--- src/rtl/mm_controller.sv ---
// Sequencing controller for the DIM x DIM matrix multiplier: walks (i, j, k),
// issues A/B reads, steers data_path's accumulate registers and writes C.
module mm_controller #(
    parameter int DIM        = 3,
    parameter int ADDR_WIDTH = 4
) (
    input  logic                  clk,
    input  logic                  reset_n,
    input  logic                  start,
    input  logic                  clear,
    input  logic                  resultIsInvalid,
    output logic                  rd_en,
    output logic [ADDR_WIDTH-1:0] addr_A,
    output logic [ADDR_WIDTH-1:0] addr_B,
    output logic                  en_Mux,
    output logic                  en_PPReg,
    output logic                  en_FDReg,
    output logic                  wr_en_C,
    output logic [ADDR_WIDTH-1:0] addr_C,
    output logic                  busy,
    output logic                  done,
    output logic                  err
);

    localparam int CW = (DIM > 1) ? $clog2(DIM) : 1;
    localparam logic [CW-1:0]         IDX_LAST = CW'(DIM - 1);
    localparam logic [ADDR_WIDTH-1:0] STRIDE   = ADDR_WIDTH'(DIM);

    typedef enum logic [2:0] {
        S_IDLE,
        S_ISSUE,
        S_WAIT,
        S_FINAL,
        S_WRITE
    } state_t;

    state_t                r_state;
    logic [CW-1:0]         r_i;
    logic [CW-1:0]         r_j;
    logic [CW-1:0]         r_k;
    logic [ADDR_WIDTH-1:0] r_row_base;
    logic                  r_rd_en;
    logic [ADDR_WIDTH-1:0] r_addr_A;
    logic [ADDR_WIDTH-1:0] r_addr_B;
    logic                  r_en_mux;
    logic                  r_en_pp;
    logic                  r_en_fd;
    logic                  r_wr_en;
    logic [ADDR_WIDTH-1:0] r_addr_C;
    logic                  r_busy;
    logic                  r_done;
    logic                  r_err;

    logic w_k_last;
    logic w_j_last;
    logic w_i_last;
    logic w_last_elem;

    assign w_k_last    = (r_k == IDX_LAST);
    assign w_j_last    = (r_j == IDX_LAST);
    assign w_i_last    = (r_i == IDX_LAST);
    assign w_last_elem = w_i_last && w_j_last;

    always_ff @(posedge clk or negedge reset_n) begin
        if (!reset_n) begin
            r_state    <= S_IDLE;
            r_i        <= '0;
            r_j        <= '0;
            r_k        <= '0;
            r_row_base <= '0;
            r_rd_en    <= 1'b0;
            r_addr_A   <= '0;
            r_addr_B   <= '0;
            r_en_mux   <= 1'b0;
            r_en_pp    <= 1'b0;
            r_en_fd    <= 1'b0;
            r_wr_en    <= 1'b0;
            r_addr_C   <= '0;
            r_busy     <= 1'b0;
            r_done     <= 1'b0;
            r_err      <= 1'b0;
        end else begin
            // Memory data lags its address by one cycle, so the partial-product
            // controls are a delayed copy of the read strobe and of (k == 0).
            r_rd_en  <= 1'b0;
            r_en_pp  <= r_rd_en;
            r_en_mux <= r_rd_en && (r_k != '0);
            r_en_fd  <= 1'b0;
            r_wr_en  <= 1'b0;
            r_done   <= 1'b0;

            if (clear) begin
                r_state  <= S_IDLE;
                r_busy   <= 1'b0;
                r_en_pp  <= 1'b0;
                r_en_mux <= 1'b0;
            end else begin
                case (r_state)
                    S_IDLE: begin
                        if (start) begin
                            r_state    <= S_ISSUE;
                            r_i        <= '0;
                            r_j        <= '0;
                            r_k        <= '0;
                            r_row_base <= '0;
                            r_rd_en    <= 1'b1;
                            r_addr_A   <= '0;
                            r_addr_B   <= '0;
                            r_busy     <= 1'b1;
                            r_err      <= 1'b0;
                        end
                    end

                    S_ISSUE: begin
                        if (w_k_last) begin
                            r_state <= S_WAIT;
                        end else begin
                            r_k      <= r_k + CW'(1);
                            r_rd_en  <= 1'b1;
                            r_addr_A <= r_addr_A + ADDR_WIDTH'(1);
                            r_addr_B <= r_addr_B + STRIDE;
                        end
                    end

                    S_WAIT: begin
                        r_state <= S_FINAL;
                        r_en_fd <= 1'b1;
                    end

                    S_FINAL: begin
                        r_state  <= S_WRITE;
                        r_wr_en  <= 1'b1;
                        r_addr_C <= r_row_base + ADDR_WIDTH'(r_j);
                        r_done   <= w_last_elem;
                    end

                    S_WRITE: begin
                        if (resultIsInvalid) begin
                            r_err <= 1'b1;
                        end
                        if (w_last_elem) begin
                            r_state <= S_IDLE;
                            r_busy  <= 1'b0;
                        end else begin
                            r_state <= S_ISSUE;
                            r_k     <= '0;
                            r_rd_en <= 1'b1;
                            if (w_j_last) begin
                                r_j        <= '0;
                                r_i        <= r_i + CW'(1);
                                r_row_base <= r_row_base + STRIDE;
                                r_addr_A   <= r_row_base + STRIDE;
                                r_addr_B   <= '0;
                            end else begin
                                r_j      <= r_j + CW'(1);
                                r_addr_A <= r_row_base;
                                r_addr_B <= ADDR_WIDTH'(r_j) + ADDR_WIDTH'(1);
                            end
                        end
                    end

                    default: begin
                        r_state <= S_IDLE;
                        r_busy  <= 1'b0;
                    end
                endcase
            end
        end
    end

    assign rd_en    = r_rd_en;
    assign addr_A   = r_addr_A;
    assign addr_B   = r_addr_B;
    assign en_Mux   = r_en_mux;
    assign en_PPReg = r_en_pp;
    assign en_FDReg = r_en_fd;
    assign wr_en_C  = r_wr_en;
    assign addr_C   = r_addr_C;
    assign busy     = r_busy;
    assign done     = r_done;
    assign err      = r_err;

endmodule

--- config.mk ---
export PLATFORM = sky130hd
export DESIGN_NAME = mm_controller
export DESIGN_NICKNAME = d
export VERILOG_FILES = /design/src/rtl/mm_controller.sv
export SDC_FILE = /design/constraint.sdc
export NUM_CORES = 1
export LEC_CHECK = 0
export BUFFER_PORTS_ARGS = -buffer_cell sky130_fd_sc_hd__buf_2
export CORE_MARGIN = 2
export CORE_UTILIZATION = 45
export DETAILED_ROUTE_END_ITERATION = 10
export GPL_ROUTABILITY_DRIVEN = 0
export GPL_TIMING_DRIVEN = 0
export MAX_ROUTING_LAYER = met4
export PLACE_DENSITY = 0.65
export SLEW_MARGIN = 20
export SYNTH_ARGS = -nofsm -noshare
export SYNTH_HDL_FRONTEND = slang
export SYNTH_SLANG_ARGS = --single-unit
--- constraint.sdc ---
create_clock -name clk -period 2.45 [get_ports clk]
set_input_delay 0.245 -clock clk [delete_from_list [all_inputs] [get_ports clk]]
set_output_delay 0.245 -clock clk [all_outputs]
set_load 0.03 [all_outputs]
==> results of run 1 <==
-- placed cells by master, fill, tap and decap left out, types with 4 or more instances in the layout --
master,instances
sky130_fd_sc_hd__buf_2,26
sky130_fd_sc_hd__nor2_1,10
sky130_fd_sc_hd__a21oi_1,10
sky130_fd_sc_hd__o21ai_1,6
sky130_fd_sc_hd__nand3_1,4
sky130_fd_sc_hd__o21ai_0,12
sky130_fd_sc_hd__inv_1,15
sky130_fd_sc_hd__nand2_1,16
sky130_fd_sc_hd__clkbuf_8,5
sky130_fd_sc_hd__dfrtp_1,33
sky130_fd_sc_hd__ha_1,8
-- worst max-delay path, cell delays in order (launching register included) --
cell                      delay (ns)
sky130_fd_sc_hd__dfrtp_1        0.41
sky130_fd_sc_hd__buf_1          0.24
sky130_fd_sc_hd__nor4_1         0.58
sky130_fd_sc_hd__o21ai_1        0.29
sky130_fd_sc_hd__a21oi_1        0.30
sky130_fd_sc_hd__o22ai_1        0.13
-- area by class of cell --
class | count | share of cell area
inverters | 16 | 0.0308
repair buffers | 24 | 0.0615
flip-flops and latches | 33 | 0.423
plain buffers | 5 | 0.0147
multi-input cells | 114 | 0.397
clock inverters | 2 | 0.00513
well taps | 48 | 0.0308
clock buffers | 6 | 0.0372
-- per-stage QoR --
stage | instance area (um^2) | cells
CTS | 1950 | 248
floorplan | 1690 | 168
global route | 1950 | 248
global placement | 1870 | 240
detailed placement | 1870 | 240
finish | 1950 | 248
-- flip-flops by register name (all words and copies together), names as in the netlist, 2 cells and up --
register / cells
r_state: 3
addr_C: 4
addr_B: 4
r_i: 2
r_j: 2
r_k: 2
r_row_base: 4
addr_A: 4
-- worst max path at each step --
stage	endpoint	from	slack [ns]
2_1_floorplan	r_j[0]$_DFFE_PN0P_	r_state[1]$_DFFE_PN0P_	0.74
3_3_place_gp	r_row_base[2]$_DFFE_PN0P_	r_state[1]$_DFFE_PN0P_	0.51
3_5_place_dp	r_i[1]$_DFFE_PN0P_	r_state[1]$_DFFE_PN0P_	0.45
5_1_grt	r_i[1]$_DFFE_PN0P_	r_state[1]$_DFFE_PN0P_	0.17
4_1_cts	r_i[1]$_DFFE_PN0P_	r_state[1]$_DFFE_PN0P_	0.43
6_report	r_i[1]$_DFFE_PN0P_	r_state[1]$_DFFE_PN0P_	0.38
-- kinds of logic after synthesis --
family / Yosys count / synth area share
and+or+nand+nor: 51 / 0.159
buffers and inverters: 21 / 0.0526
DFF: 33 / 0.489
AOI/OAI and AO/OA: 44 / 0.170
adders and majority gates: 9 / 0.0711
muxes: 6 / 0.0378
xor gates and xnor gates: 4 / 0.0207
-- power by group through the flow --
stage | clock, mW | sequential, mW | combinational (mW)
4_1_cts | 0.391 | 0.656 | 0.383
3_3_place_gp | 0 | 0.661 | 0.372
5_1_grt | 0.411 | 0.666 | 0.423
6_report | 0.379 | 0.656 | 0.378
3_5_place_dp | 0 | 0.666 | 0.380
2_1_floorplan | 0 | 0.764 | 0.166
-- metal layers --
layer	GRT usage	vias to the layer above
met4	0.0781	0
met2	0.298	35
li1	-	641
met1	0.226	622
met5	-	-
met3	0.0360	7
==> results summary, run 1 <==
The run finished with clean final reports. The HPWL after detailed placement came out at 2500 um. The sequential share of power came out at 0.464. The hold buffer count at cts came out at 0.

The setup slack at placement came out at 0.447 ns. The remaining antenna violation count is 0. The highest layer touched by signal routing is met4. Setup violations remaining at the end of the flow were counted as 0. Synthesis produced a netlist with a net count of 182. At the worst endpoint, the required time is 2.60 ns. After detailed routing, the total wire length is 3310 um. In the synthesized netlist the async set-or-reset flop fraction comes to 1.00. sky130_fd_sc_hd__dfrtp_1 takes more of the synthesized area than any other cell. The global-route usage over all layers is 0.184.

The dominant cell by count in the synthesized netlist is sky130_fd_sc_hd__dfrtp_1. After clock tree synthesis, the clock-pin slew on the worst setup and hold paths is 0.06 ns. The number of enable flip-flop cells after synthesis came out at 0. In this run the number of H-tree levels came out at 2. The critical path is of the reg -> reg type.

The wire length of the first global-routing pass is 5780 um. The most used flip-flop cell after synthesis is sky130_fd_sc_hd__dfrtp_1. The routed length on met1 is 1450 um.

The met2 layer wire length in the routed design is 1660 um. The boundary pin count is 25. The shortest period the worst path allows is 2.07 ns. STA classifies the critical path startpoint as a flip-flop. In this run the static leakage power is 0.933 nW.

The core outline area came out at 3630 um^2. The initial utilization of the core area, before any placement, comes to 0.465. CTS placed an instance of sky130_fd_sc_hd__clkbuf_8 at the clock tree root. The largest buffer count on any clock path came out at 2. The final routed wire length divided by cell count is 13.3 um.

The overall power of the completed layout came out at 1.41 mW. In the final timing run, aggregate negative setup slack is 0 ns. The peak fanout along the critical path came out at 10. The top-area cell type share of the netlist area is 0.489. The die outline height came out at 65.3 um. The number of different library cells in the post-synthesis netlist came out at 42. The number of global-route vias before repair was 1306. VDD sags by at most 0.463 mV.

In the final layout, the multi-input gates occupy 774 um^2. The count of input and output buffers came out at 24. The area used by sequential logic in the layout is 826 um^2. The fill cell total of the finished layout came out at 360. The floorplan die width came out at 65.3 um. Setup repair after global routing left no endpoint under its margin. The total number of nets in the final design came out at 213. In the synthesized netlist, the cells that appear most often are 33 x sky130_fd_sc_hd__dfrtp_1, 16 x sky130_fd_sc_hd__nand2_1, 15 x sky130_fd_sc_hd__inv_1. Synthesis inferred 33 register bits.

Of the available clock period, the critical path in the final layout requires 0.845. The count of mapped cells out of synthesis is 168. The die covers 4260 um^2. The number of clock sinks is 33.

The final worst slack is 0.380 ns. Of the total power, the share spent switching nets is 0.345. The share of final-layout standard cells stronger than drive strength 1 is 0.215. The detail-routed via count per cell is 5.26. The class of the tightest hold or removal check is in -> async.

The initialized floorplan defines 22 standard-cell rows. The core occupancy in the finished layout is 0.537. The relative contribution of combinational cells to total power is 0.268. The later-pin clock latency in the skew report came out at 0.28 ns. TritonCTS built the clock tree. The initial antenna violation count is 0.

The worst register-to-register path ends at r_i[1]$_DFFE_PN0P_. The proportion of power drawn by the clock network came out at 0.268. By area the synthesized netlist is led by sky130_fd_sc_hd__dfrtp_1 49%, sky130_fd_sc_hd__ha_1 5.9%, sky130_fd_sc_hd__o21ai_0 3.6%. The total clock buffers created by CTS is 5. In this run the mean area of a mapped cell was 10.1 um^2. The netlist area before placement is 1690 um^2. The total number of vias is 1305. The count of TritonRoute iterations in the first routing pass is 5.

The synthesis-to-finish area growth is 15.6%. The maximum clock rate came out at 483 MHz. The final-report max-slew violation count came out at 0. The internal power of the cells came out at 0.925 mW.

The maximum number of pins on one net before global-route repair came out at 34. The worst hold slack is 0.0162 ns. Global routing finished with a remaining overflow of 0. The endpoint arrival time on the critical path is 2.22 ns. The relative slew slack is 0.525.

The first-iteration detailed-routing DRC count is 93. The count of final hold-check violations was 0. The launching point of the worst reg2reg path is r_state[1]$_DFFE_PN0P_.

Summed over all nets, the switching power comes to 0.487 mW. The synthesis warning total came out at 0. The detailed-routed wire length on met3 came out at 139 um. For the pin with the worst max-slew slack, the measured transition is 0.713 ns.

The reg-to-reg setup timing slack is 0.38 ns. The worst setup path is captured at a flip-flop. The power density over cell area is 723 nW/um^2. The antenna diode count came out at 0. Max-cap violations in this run came to 0. The largest clock skew in the final design is 0.00546 ns. Counting cells, the worst reg-to-reg path comes to 5.

For this run, the register share of the synthesized area comes to 0.489. For this run, design rule violations remaining after detail routing come to 0. The post-CTS setup-driven buffer insertion count came out at 0.

The count of cells resized by post-cts repair is 0.
Note: power is estimated with default switching activity, not from simulation.
==> inputs of run 2 (changes only) <==
--- a/config.mk
+++ b/config.mk
@@ -5,6 +5,7 @@
 export SDC_FILE = /design/constraint.sdc
 export NUM_CORES = 1
 export LEC_CHECK = 0
+export ABC_AREA = 1
 export BUFFER_PORTS_ARGS = -buffer_cell sky130_fd_sc_hd__buf_2
 export CORE_MARGIN = 2
 export CORE_UTILIZATION = 45
==> constraint.sdc (replaced) <==
create_clock -name clk -period 2 [get_ports clk]
set_input_delay 0.2 -clock clk [delete_from_list [all_inputs] [get_ports clk]]
set_output_delay 0.2 -clock clk [all_outputs]
set_load 0.03 [all_outputs]
==> run 2 against run 1 <==
Non-clock buffer count shrank 3. Flip-flop and latch count is the same. Wire length shrank 1.2%. Largest cell class unchanged.
==> results summary, run 2 <==
The static power due to leakage came to 1.10 nW (+18%). STA classifies the critical path startpoint as a flip-flop. The maximum level of the CTS H-tree is 2 (unchanged). The path class of the tightest hold or removal check is in -> reg. The remaining global-route overflow came out at 0 (unchanged).

The area used by sequential logic in the layout is 826 um^2 (unchanged). The most common library cell in the layout ignoring fill and taps is sky130_fd_sc_hd__nand2_1. The number of enable flip-flop cells after synthesis is 0 (unchanged). The boundary pin count came out at 25 (unchanged). The routed length on met1 was 1710 um (+18%). The switching part of the total is 0.377 (+0.0323). The slowest stage of the critical path is the sky130_fd_sc_hd__dfrtp_1 cell. The worst hold slack is 0.154 ns (+0.138 ns). The final routed wirelength across all metal layers came to 3270 um (-1.2%). The largest vdd supply drop is 0.667 mV (+44%).

The die outline height is 66.5 um (+1.9%). For this run, the leading register cell type out of synthesis is sky130_fd_sc_hd__dfrtp_1. The tree is rooted in a sky130_fd_sc_hd__clkbuf_8. The summed negative setup slack over all endpoints came out at 0 ns (unchanged). The maximum clock rate was 687 MHz (+42%). The final worst-path cycle share was 0.727 (-0.117). The count of TritonRoute iterations in the first routing pass came out at 4 (-1). The detailed-routed wire length on met3 is 113 um (-19%).

The share of async-settable or async-resettable flops after synthesis is 1.00 (unchanged). The largest clock skew in the final design came out at 0.00489 ns (-0.000562 ns). The top routing layer in use is met4. The relative slew slack is 0.525 (about the same).

The number of core rows is 22 (unchanged). The endpoint type of the worst setup path is a flip-flop. The top-area cell type share of the netlist area is 0.469 (-0.0195). The peak per-stage delay on the critical path is 0.45 ns (-0.13 ns). The number of different library cells in the post-synthesis netlist came out at 25 (-40%).

The initial core utilization came out at 0.473 (+0.00852). The sequential share of power was 0.437 (-0.027). The total number of vias is 1379 (+5.7%). The count of mapped cells out of synthesis was 210 (+25%). The core occupancy in the finished layout came out at 0.547 (+0.00961). The power density over cell area is 948 nW/um^2 (+31%).

The setup slack at placement is 0.569 ns (+0.122 ns). The total clock buffers created by CTS came out at 5 (unchanged). The synthesized area divided by synthesized cell count is 8.38 um^2 (-17%). The switching power is 0.727 mW (+49%). The maximum number of pins on one net before global-route repair came to 34 (unchanged). The internal power of the cells came out at 1.20 mW (+30%). The remaining antenna violation count came out at 0 (unchanged).

The synthesis-to-finish area growth came to 15.5% (about the same). The global-route usage over all layers is 0.176 (-0.00765). Summed over all instances, the cell type with the most area after synthesis is sky130_fd_sc_hd__dfrtp_1.

The cell area after placement is 1940 um^2 (+3.7%). The floorplan die width came out at 66.5 um (+1.9%). The number of global-route vias before repair is 1233 (-5.6%).

The total die area is 4430 um^2 (+3.9%). The detail-routed via count per cell is 4.74 (-9.9%). The later-pin clock latency in the skew report came out at 0.28 ns (about the same). The HPWL after detailed placement is 2450 um (-1.8%). The count of final hold-check violations came out at 0 (unchanged). The share of final-layout standard cells stronger than drive strength 1 is 0.214 (-0.00101). Sorting the synthesized cells by area gives the leading types as sky130_fd_sc_hd__dfrtp_1 47%, sky130_fd_sc_hd__nand2_1 13%, sky130_fd_sc_hd__ha_1 5.7%.

The clock-pin transition on the worst setup and hold timing paths came out at 0.07 ns (about the same). The netlist area before placement is 1760 um^2 (+4.1%). The shortest period the worst path allows is 1.45 ns (-0.615 ns). The overall power of the completed layout is 1.93 mW (+36%). The total DRC errors in the routed layout came out at 0 (unchanged). The count of input and output buffers is 24 (unchanged). The worst setup path is of the reg -> reg kind. In the layout the commonest cells are 63 x sky130_fd_sc_hd__nand2_1, 33 x sky130_fd_sc_hd__dfrtp_1, 24 x sky130_fd_sc_hd__inv_1, 24 x sky130_fd_sc_hd__buf_2, 16 x sky130_fd_sc_hd__o21ai_0.

The largest buffer count on any clock path was 2 (unchanged). By instance count, the leading cell after synthesis is sky130_fd_sc_hd__nand2_1. The hold buffer count at cts is 1 (+1). The proportion of power drawn by the clock network is 0.243 (-0.025). The initial antenna violation count came out at 0 (unchanged).

The antenna diode count came out at 0 (unchanged). The final-report max-slew violation count is 0 (unchanged). The signal on the critical path passes through nor2_2 -> nand3_1 -> nand3_2 -> nand2_4 -> buf_6 -> nand2_1 -> nand2_1. The total number of nets in the final design came to 256 (+20%). The number of max-cap violations was 0 (unchanged).

The endpoint arrival time on the critical path came to 1.63 ns (-0.59 ns). The final routed wire length divided by cell count came out at 11.2 um (-16%). Setup repair after global routing left no endpoint under its margin.

The number of clock sinks is 33 (unchanged). The relative contribution of combinational cells to total power came out at 0.320 (+0.052). The peak fanout along the critical path came out at 10 (unchanged).

The post-CTS setup-driven buffer insertion count is 0 (unchanged). The final worst slack is 0.545 ns (+0.165 ns). The count of cells resized by post-cts repair is 0 (unchanged). The number of setup violations in the final report came out at 0 (unchanged).

The run finished with clean final reports. The core outline area is 3720 um^2 (+2.3%). The sequential cell area fraction in the yosys report came out at 0.469 (-0.0195). The first-iteration detailed-routing DRC count was 81 (-13%). The required time at the endpoint of the critical path came to 2.17 ns (-0.43 ns).

The area of combinational cells with multiple inputs is 821 um^2 (+6.0%). By instance count, the cell type seen most on the critical path is sky130_fd_sc_hd__nand2_1. The TritonCTS clock tree is done.

The post-synthesis net count is 224 (+23%). The final cell count without fillers is 291 (+17%). The post-synthesis register bit count was 33 (unchanged). The synthesis warning total came out at 0 (unchanged). The summed area of non-filler cells in the final layout was 2030 um^2 (+4.1%). The fill cell total of the finished layout is 353 (-1.9%). The number of cells in the design after placement came out at 282 (+18%). The wire length of the first global-routing pass is 5670 um (-1.8%). By count the netlist is led by 63 x sky130_fd_sc_hd__nand2_1, 33 x sky130_fd_sc_hd__dfrtp_1, 24 x sky130_fd_sc_hd__inv_1. The transition time at the pin with the least slew margin was 0.712 ns (-0.000688 ns). The met2 layer wire length in the routed design is 1390 um (-16%).
[run 2: cell count changes after synthesis, sizes merged, moves of 6 or more]
cell / previous run / this run
nand3: 4 / 16
a21oi: 11 / 5
nor2: 11 / 20
inv: 16 / 27
nand2: 16 / 67
[run 2: worst paths after layout]
path	start	slack [ns]	to	cells past startpoint
setup / recovery	r_state[2]$_DFFE_PN0P_	0.55	addr_A[1]$_DFFE_PN0P_	7
hold / removal	clear	0.15	en_PPReg$_DFF_PN0_	2
setup reg to reg	r_state[2]$_DFFE_PN0P_	0.55	addr_A[1]$_DFFE_PN0P_	7
hold reg to reg	addr_C[2]$_DFFE_PN0P_	0.48	addr_C[2]$_DFFE_PN0P_	2
max in group asynchronous	reset_n	1.04	addr_B[0]$_DFFE_PN0P_	2
min in group asynchronous	reset_n	0.50	r_state[2]$_DFFE_PN0P_	2
[run 2: final cells by class]
| class | count | area share |
|---|---|---|
| multi-input combinational | 149 | 0.404 |
| sequential | 33 | 0.406 |
| timing repair buffer | 25 | 0.0640 |
| clock buffer | 6 | 0.0357 |
| buffer | 1 | 0.00554 |
| clock inverter | 2 | 0.00493 |
| inverter | 27 | 0.0499 |
| tap | 48 | 0.0296 |
[run 2: per-layer routing]
layer | GRT usage | vias to the layer above
li1 | - | 737
met1 | 0.250 | 615
met2 | 0.245 | 22
met3 | 0.0405 | 5
met4 | 0.0689 | 0
met5 | - | -
[run 2: power by group through the flow]
stage | Combinational, mW | Sequential [mW] | Clock, mW
after global routing | 0.696 | 0.856 | 0.525
after global placement | 0.613 | 0.854 | 0
after detailed placement | 0.618 | 0.854 | 0
after floorplan | 0.335 | 0.975 | 0
after CTS | 0.626 | 0.843 | 0.486
final | 0.617 | 0.843 | 0.467
[run 2: critical path: cells and delay by family (launching register included)]
family / cells / cell delay, ns
buffers and inverters: 1 / 0.16
flip-flops: 1 / 0.45
AND/OR/NAND/NOR: 6 / 0.73
[run 2: logic make-up after synthesis]
group,Yosys count,synth area share
buffers and inverters,28,0.0640
adders and majority gates,9,0.0683
DFF,33,0.469
xor gates and xnor gates,4,0.0199
AOI/OAI and AO/OA,28,0.0967
and+or+nand+nor,108,0.282
==> inputs of run 3 (changes only) <==
==> constraint.sdc (replaced) <==
create_clock -name clk -period 1.4 [get_ports clk]
set_input_delay 0.14 -clock clk [delete_from_list [all_inputs] [get_ports clk]]
set_output_delay 0.14 -clock clk [all_outputs]
set_load 0.03 [all_outputs]
==> run 3 against run 2 <==
Cell count up 5.2%. Die area unchanged. Combinational power up 70%. Global-route usage unchanged. Hold slack worse by 0.043 ns. Core utilization up 6.7 points. Sequential share of layout area down 4.3 points.
==> results summary, run 3 (synthesized netlist as in run 2, its figures left out) <==
The initial core utilization came out at 0.473 (unchanged). The clock tree root buffer cell is sky130_fd_sc_hd__clkbuf_8. The wire length of the first global-routing pass came out at 5680 um (+0.12%). The total clock buffers created by CTS is 5 (unchanged). The first-iteration detailed-routing DRC count is 96 (+19%). The share of final-layout standard cells stronger than drive strength 1 was 0.349 (+0.135). The largest vdd supply drop came to 0.996 mV (+49%). The setup slack at placement came to -0.0313 ns (-0.600 ns). The reg-to-reg setup timing slack came to 0.007 ns (-0.54 ns). The total DRC errors in the routed layout is 0 (unchanged).

The largest buffer count on any clock path came out at 2 (unchanged). The antenna diode count is 0 (unchanged). The maximum level of the CTS H-tree was 2 (unchanged). The tightest min-delay check is of the in -> reg type.

The number of max-cap violations came out at 0 (unchanged). The peak fanout along the critical path is 5 (-5). The area of combinational cells with multiple inputs came out at 931 um^2 (+13%). The initial antenna violation count came to 0 (unchanged).

The final-report max-slew violation count came to 0 (unchanged). The later-pin clock latency in the skew report is 0.28 ns (about the same). The count of input and output buffers is 24 (unchanged).

The area used by sequential logic in the layout is 830 um^2 (+0.45%). The run finished with clean final reports. The final routed wire length divided by cell count came out at 12.7 um (+13%).

The total die area came out at 4430 um^2 (unchanged). The count of final hold-check violations came out at 0 (unchanged). The remaining antenna violation count came to 0 (unchanged). The synthesis-to-finish area growth is 29.7%. TritonCTS built the clock tree.

The clock-pin transition on the worst setup and hold timing paths is 0.07 ns (about the same). The maximum clock rate is 718 MHz (+4.4%). The remaining global-route overflow came out at 0 (unchanged). The global-route usage over all layers came out at 0.176 (unchanged). The overall power of the completed layout was 2.95 mW (+53%).

The transition time at the pin with the least slew margin came out at 0.713 ns (+0.00117 ns). Setup repair after global routing could not meet its margin everywhere. The number of cells in the design after placement was 282 (unchanged). The boundary pin count is 25 (unchanged). The required time at the endpoint of the critical path is 1.57 ns (-0.60 ns). The number of core rows was 22 (unchanged). The shortest period the worst path allows came out at 1.39 ns (-0.0615 ns). The die outline height is 66.5 um (unchanged). The HPWL after detailed placement came to 2450 um (unchanged). The number of global-route vias before repair is 1233 (unchanged).

The number of clock sinks is 33 (unchanged). The category of the worst setup path launch point is a flip-flop. The category of the critical setup timing path is reg -> reg. The worst setup path is captured at a flip-flop. The floorplan die width came to 66.5 um (unchanged). The endpoint arrival time on the critical path is 1.56 ns (-0.07 ns). The total number of nets in the final design came out at 271 (+5.9%). The final routed wirelength across all metal layers is 3880 um (+19%). The count of TritonRoute iterations in the first routing pass is 4 (unchanged). The detail-routed via count per cell came to 4.87 (+2.8%). The number of setup violations in the final report was 0 (unchanged). The total number of vias is 1491 (+8.1%). The most common library cell in the layout ignoring fill and taps is sky130_fd_sc_hd__nand2_1. The final worst-path cycle share is 0.995 (+0.268).

In the layout the commonest cells are 58 x sky130_fd_sc_hd__nand2_1, 30 x sky130_fd_sc_hd__dfrtp_1, 24 x sky130_fd_sc_hd__buf_2, 19 x sky130_fd_sc_hd__inv_1, 13 x sky130_fd_sc_hd__nor2_1. The static power due to leakage came to 1.20 nW (+9.7%). The power density over cell area is 1290 nW/um^2 (+36%). The relative slew slack is 0.525 (-0.000782).

The maximum number of pins on one net before global-route repair is 34 (unchanged). The final cell count without fillers is 306 (+5.2%). The fill cell total of the finished layout came to 323 (-8.5%). The largest clock skew in the final design came to 0.00495 ns (+0.0000518 ns). The final worst slack came out at 0.00661 ns (-0.539 ns).

The core outline area came to 3720 um^2 (unchanged).
## run 3: repair_timing
action	CTS	global route
pin swaps	0	15
endpoints found under the setup margin	13	21
cloned	0	2
endpoints found under the hold margin	33	0
setup buffers	1	12
hold buffers	1	0
resized for setup	5	35
## run 3: per-stage QoR
step,util,hold WS (ns),setup TNS [ns],cell area (um^2)
floorplan,-,-0.156,0,1760
global placement,0.522,0.244,-0.0268,1940
detailed placement,0.522,0.240,-0.167,1940
CTS,0.555,0.107,-0.0184,2060
global route,0.614,0.129,-0.660,2280
finish,0.614,0.111,0,2280
## run 3: final timing paths
check,from,to,cells past startpoint
worst max-delay path,r_state[1]$_DFFE_PN0P_,r_k[0]$_DFFE_PN0P_,9
worst min-delay path,clear,en_PPReg$_DFF_PN0_,2
worst max register to register,r_state[1]$_DFFE_PN0P_,r_k[0]$_DFFE_PN0P_,9
worst min register to register,addr_C[3]$_DFFE_PN0P_,addr_C[3]$_DFFE_PN0P_,2
max in group asynchronous,reset_n,r_state[1]$_DFFE_PN0P_,2
min in group asynchronous,reset_n,busy$_DFFE_PN0P_,2
## run 3: worst max-delay path: stages (launching register included)
cell and delay (ns):
sky130_fd_sc_hd__dfrtp_2 0.45, sky130_fd_sc_hd__inv_2 0.11, sky130_fd_sc_hd__nand2_2 0.10, sky130_fd_sc_hd__nor2_4 0.11, sky130_fd_sc_hd__nand2_2 0.06, sky130_fd_sc_hd__nand3_2 0.09
sky130_fd_sc_hd__nand2_4 0.09, sky130_fd_sc_hd__buf_8 0.16, sky130_fd_sc_hd__nor2_4 0.08, sky130_fd_sc_hd__nor2_2 0.04
## run 3: layout make-up
cell class                      instances  area share
Timing Repair Buffer                   39       0.114
Sequential cell                        33       0.363
Tap cell                               48      0.0263
Clock inverter                          2     0.00439
Buffer                                  1     0.00658
Inverter                               27      0.0455
Clock buffer                            6      0.0318
Multi-Input combinational cell        150       0.408
## run 3: layer usage
layer | wire [um] | vias to the layer above | GRT usage
met5 | 0 | - | -
met4 | 83 | 0 | 0.0689
met3 | 143 | 7 | 0.0405
met2 | 1760 | 33 | 0.244
met1 | 1890 | 681 | 0.251
li1 | - | 770 | -
## run 3: power breakdown
part / total (mW) / internal [mW] / leakage, nW / switching (mW)
combinational: 1.05 / 0.376 / 0.716 / 0.676
sequential: 1.22 / 1.09 / 0.444 / 0.132
clock: 0.679 / 0.344 / 0.0450 / 0.335
